**src/rtl/instr_fetch_pkg.sv**
```systemverilog
// Shared processor definitions used by the fetch stage: fetch FSM states,
// instruction word width and the default reset PC.
package instr_fetch_pkg;

    localparam int INSTR_W          = 32;
    localparam int RESET_PC_DEFAULT = 0;

    typedef enum logic [1:0] {
        FETCH  = 2'd0,
        HOLD   = 2'd1,
        DRAIN  = 2'd2,
        HALTED = 2'd3
    } fetch_state_e;

endpackage

```
**src/rtl/instr_fetch.sv**
```systemverilog
// Instruction fetch stage: owns the PC, fetches words over a req/ack handshake
// and holds the fetched word in the instruction register until consumed.
module instr_fetch
    import instr_fetch_pkg::*;
#(
    parameter int                ADDR_W   = 32,
    parameter logic [ADDR_W-1:0] RESET_PC = ADDR_W'(RESET_PC_DEFAULT)
) (
    input  logic               clk,
    input  logic               reset_n,
    output logic               imem_req,
    output logic [ADDR_W-1:0]  imem_addr,
    input  logic [INSTR_W-1:0] imem_rdata,
    input  logic               imem_ack,
    output logic [INSTR_W-1:0] ir,
    output logic [ADDR_W-1:0]  ir_pc,
    output logic               ir_valid,
    input  logic               ir_ready,
    input  logic               redirect,
    input  logic [ADDR_W-1:0]  redirect_pc,
    input  logic               halt,
    output logic [ADDR_W-1:0]  pc,
    output logic [31:0]        instr_count
);

    fetch_state_e       state_q, state_d;
    logic [ADDR_W-1:0]  pc_q, pc_d;
    logic [INSTR_W-1:0] ir_q, ir_d;
    logic [ADDR_W-1:0]  ir_pc_q, ir_pc_d;
    logic               ir_valid_q, ir_valid_d;
    logic               req_q, req_d;
    logic [31:0]        count_q, count_d;

    always_comb begin
        state_d    = state_q;
        pc_d       = pc_q;
        ir_d       = ir_q;
        ir_pc_d    = ir_pc_q;
        ir_valid_d = ir_valid_q;
        count_d    = count_q;

        // A consume is counted even when halt or redirect wins the cycle.
        if (ir_valid_q && ir_ready) begin
            count_d = count_q + 32'd1;
        end

        if (state_q != HALTED) begin
            if (halt) begin
                state_d    = HALTED;
                ir_valid_d = 1'b0;
            end else if (redirect) begin
                pc_d       = redirect_pc;
                ir_valid_d = 1'b0;
                case (state_q)
                    // Only a request actually on the bus leaves an ack to drain.
                    FETCH:   state_d = (req_q && !imem_ack) ? DRAIN : FETCH;
                    DRAIN:   state_d = imem_ack ? FETCH : DRAIN;
                    default: state_d = FETCH;
                endcase
            end else begin
                case (state_q)
                    FETCH: begin
                        if (imem_ack) begin
                            ir_d       = imem_rdata;
                            ir_pc_d    = pc_q;
                            ir_valid_d = 1'b1;
                            state_d    = HOLD;
                        end
                    end
                    HOLD: begin
                        if (ir_ready) begin
                            ir_valid_d = 1'b0;
                            pc_d       = pc_q + ADDR_W'(1);
                            state_d    = FETCH;
                        end
                    end
                    DRAIN: begin
                        if (imem_ack) begin
                            state_d = FETCH;
                        end
                    end
                    default: state_d = state_q;
                endcase
            end
        end

        // Request is registered so it stays low through reset and the first cycle after.
        req_d = (state_d == FETCH);
    end

    always_ff @(posedge clk or negedge reset_n) begin
        if (!reset_n) begin
            state_q    <= FETCH;
            pc_q       <= RESET_PC;
            ir_q       <= '0;
            ir_pc_q    <= '0;
            ir_valid_q <= 1'b0;
            req_q      <= 1'b0;
            count_q    <= '0;
        end else begin
            state_q    <= state_d;
            pc_q       <= pc_d;
            ir_q       <= ir_d;
            ir_pc_q    <= ir_pc_d;
            ir_valid_q <= ir_valid_d;
            req_q      <= req_d;
            count_q    <= count_d;
        end
    end

    assign imem_req    = req_q;
    assign imem_addr   = pc_q;
    assign ir          = ir_q;
    assign ir_pc       = ir_pc_q;
    assign ir_valid    = ir_valid_q;
    assign pc          = pc_q;
    assign instr_count = count_q;

endmodule

```
**config.mk**
```make
export PLATFORM = sky130hd
export DESIGN_NAME = instr_fetch
export DESIGN_NICKNAME = d
export VERILOG_FILES = /design/src/rtl/instr_fetch_pkg.sv /design/src/rtl/instr_fetch.sv
export SDC_FILE = /design/constraint.sdc
export NUM_CORES = 1
export LEC_CHECK = 0
export ABC_AREA = 0
export BUFFER_PORTS_ARGS = -buffer_cell sky130_fd_sc_hd__buf_2
export CAP_MARGIN = 30
export CORE_ASPECT_RATIO = 0.9
export CORE_MARGIN = 4
export CORE_UTILIZATION = 52
export DETAILED_ROUTE_END_ITERATION = 10
export HOLD_SLACK_MARGIN = 0.15
export PLACE_DENSITY = 0.84
export SLEW_MARGIN = 20
export SYNTH_ARGS = -nofsm -noshare
export SYNTH_HDL_FRONTEND = slang
export SYNTH_SLANG_ARGS = --single-unit
```
**constraint.sdc**
```tcl
create_clock -name clk -period 3.4 [get_ports clk]
set_clock_uncertainty 0.15 [all_clocks]
set_input_delay 0.17 -clock clk [delete_from_list [all_inputs] [get_ports clk]]
set_output_delay 0.17 -clock clk [all_outputs]
set_load 0.03 [all_outputs]
```
==> summary.md <==
| Metric | Value |
|---|---|
| Post-synth top area cell | `dfrtp_1` |
| Via count | `5711` |
| Initial DRC count | `431` |
| Ys async rst share | `1.00` |
| Post-DP HPWL | `12400 um` |
| Sink Count | `132` |
| Fin Setup TNS | `0 ns` |
| Net count, final | `908` |
| Yosys warning total | `0` |
| Worst-path clk slew | `0.06 ns` |
| GPL Wtd Cong | `0.862` |
| Yosys top cell area share | `0.527` |
| DIE WIDTH | `124 um` |
| Clock tree buffer depth | `2` |
| Number of global-route vias before repair | `5976` |
| Switch Pwr | `1.49 mW` |
| Tot GR Track Use | `0.275` |
| Drt first pass iters | `5` |
| Die area | `13900 um^2` |
| Worst EP arrival | `2.60 ns` |
| Net count after synthesis | `639` |
| Worst slew margin | `0.385` |
| Final slew viol count | `0` |
| RSZ-0062 raised after global routing | `false` |
| PortBufs | `231` |
| Diodes inserted | `0` |
| Internal Pwr Total | `3.31 mW` |
| Post-synth EDFFs | `0` |
| Sw frac | `0.310` |
| Cells after DPL | `902` |
| Antenna-violating nets left | `0` |
| TritonCTS clock tree | `done` |
| Initial antenna violation count | `0` |
| CP Capture Type | `register` |
| Core area | `11600 um^2` |
| Num ports | `232` |
| Post-Syn Instances | `567` |
| Root Buffer | `clkbuf_16` |
| Fmax | `410 MHz` |
| WL/cell | `18.7 um` |
| Row cnt | `37` |
| CTS Buf Count | `17` |
| Grt ovf | `0` |
| Critical Path Fanout Max | `9` |
| WS Path Type | `register to register` |
| Startpoint type of the worst setup path | `register` |
| Post-CTS Setup Inserts | `0` |
| Final cycle utilization of the critical path | `0.718` |
| R2r setup slk | `0.96 ns` |
| Sequential Power Share | `0.386` |
| Avg Synthesized Cell Area | `11.1 um^2` |
| H-tree Lvls | `4` |
| Worst Tran Pin Value | `0.914 ns` |
| Remaining DRCs | `0` |
| Synthesized cell area | `6270 um^2` |
| Tightest Hold Check Type | `primary input to asynchronous set/reset pin` |
| Clock power share | `0.418` |
| Maximum number of pins on one net before global-route repair | `89` |
| Post-CTS sizing | `0` |
| Die height | `112 um` |
| Comb power frac | `0.196` |
| Layout cells sized above 1 | `0.403` |
| Outcome | `finished, final reports clean` |
| Starting Density | `0.540` |
| Worst path required time | `3.55 ns` |
| Synthesis-stage register bit count | `132` |
| Final Setup Violations | `0` |
| Vias/cell | `5.68` |
| VDD IR max | `0.386 mV` |
| Lkg Pwr | `4.53 nW` |
| Worst skew pair latency | `0.42 ns` |
| First-pass GRT wire length | `30100 um` |
| Top cells by area, synth | `dfrtp_1 (53%), mux2_2 (11%), buf_4 (4.1%)` |
| Max Cap Viol | `0` |
| Total wire length | `18800 um` |
| Fill cells | `765` |
| Worst Hold Margin | `0.218 ns` |
| Final hold vios | `0` |
| Sequential element share of the synthesized area | `0.527` |
| Non-filler cells, final | `1005` |
| Top_reg_cell synth | `dfrtp_1` |
| Yosys cell types | `57` |
| Layout area overhead | `38.7%` |
| Power density cells | `552 nW/um^2` |
| Min cycle time layout | `2.44 ns` |
[power by group through the flow]
stage	Clock (mW)	Combinational, mW	Sequential [mW]
after floorplan	0	0.430	2.05
after global placement	0	0.857	1.85
after detailed placement	0	0.870	1.87
after CTS	2.02	0.937	1.84
after global routing	2.11	1.00	1.87
final	2.01	0.941	1.85
[cell usage after synthesis, types with 2 or more instances]
cell type	number
clkbuf_1	14
o21ai_0	30
or2_2	2
a22oi_1	5
and4_1	7
nor3b_1	2
nand4_2	2
a21oi_1	17
o22ai_1	5
mux2_2	60
xor2_1	11
nor3_1	25
buf_2	4
nand3_1	26
inv_1	11
nand2_1	35
or3_1	3
a2bb2oi_1	3
buf_4	34
nor4_1	8
o2bb2ai_1	5
nor2b_1	3
buf_1	6
dfrtp_1	132
nand4_1	9
a31oi_1	6
ha_1	2
o211ai_1	2
a211oi_1	3
and3_1	11
o32ai_1	2
mux2i_1	5
and2_1	5
nor2_1	25
xnor2_1	20
a311oi_1	5
or4_1	2
[cell families after synthesis]
logic type / after synthesis / share of synthesized area
xor+xnor: 31 / 0.0433
simple gates: 171 / 0.147
flops: 132 / 0.527
compound gates: 97 / 0.101
fa+ha+maj: 2 / 0.00399
mux: 65 / 0.116
buf+inv: 69 / 0.0624
[per-layer routing]
metal  global-route usage  part of all wire  vias to the layer above
met2                0.473              0.51                      305
met4                0.111             0.028                        0
met1                0.314              0.37                     2788
met5                    0                 0                        -
met3               0.0892             0.093                       50
li1                     -                 -                     2568
[worst max-delay path: stages (launching register included)]
cell     delay [ns]
dfrtp_1        0.47
and3_1         0.40
nand4_4        0.21
nor4_1         0.62
nand4_1        0.19
a31o_2         0.28
[through the flow]
step	utilization	setup slack [ns]	area [um^2]	total power [mW]
2_1_floorplan	-	1.14	6270	2.48
3_3_place_gp	0.632	1.22	7340	2.71
3_5_place_dp	0.632	1.04	7340	2.74
4_1_cts	0.748	1.02	8700	4.80
5_1_grt	0.748	0.774	8700	4.98
6_report	0.748	0.958	8700	4.80
[area by class of cell]
type,count,area [um^2],share of cell area
clock buffers,18,439,0.0505
well taps,156,195,0.0224
multi-input cells,366,2580,0.297
flip-flops and latches,132,3300,0.380
clock inverters,14,209,0.0240
inverters,11,41.3,0.00475
repair buffers,308,1930,0.222
[sequential cells by signal, indices dropped and copies added, names as in the netlist]
name         cells
imem_addr       32
ir_valid         1
instr_count     32
state_q          2
imem_req         1
ir_pc           32
ir              32
[what timing repair did]
| item | 4_1_cts | 5_1_grt |
|---|---|---|
| setup endpoints to repair | 0 | 0 |
| hold buffers | 71 | 0 |
| hold endpoints to repair | 160 | 0 |
[layout by cell type, fill, tap and decap left out, types with 9 or more instances in the layout]
cell and count:
a21oi_1 17, and3_1 11, buf_2 230, clkbuf_16 17
dfrtp_1 132, dlygate4sd3_1 71, inv_1 11, mux2_2 60
nand2_1 34, nand3_1 26, nand4_1 9, nor2_1 25
nor3_1 25, o21ai_0 30, xnor2_1 20, xor2_1 11
[worst paths after layout]
check,from,end,cells past startpoint
max reg2reg,imem_addr[2],imem_addr[27],5
min reg2reg,ir_pc[20],ir_pc[20],2
max in group asynchronous,reset_n,ir[14],3
max,imem_addr[2],imem_addr[27],5
min,reset_n,instr_count[27],2
min in group clk,ir_pc[20],ir_pc[20],2
Power figures use the tool's default switching activity.
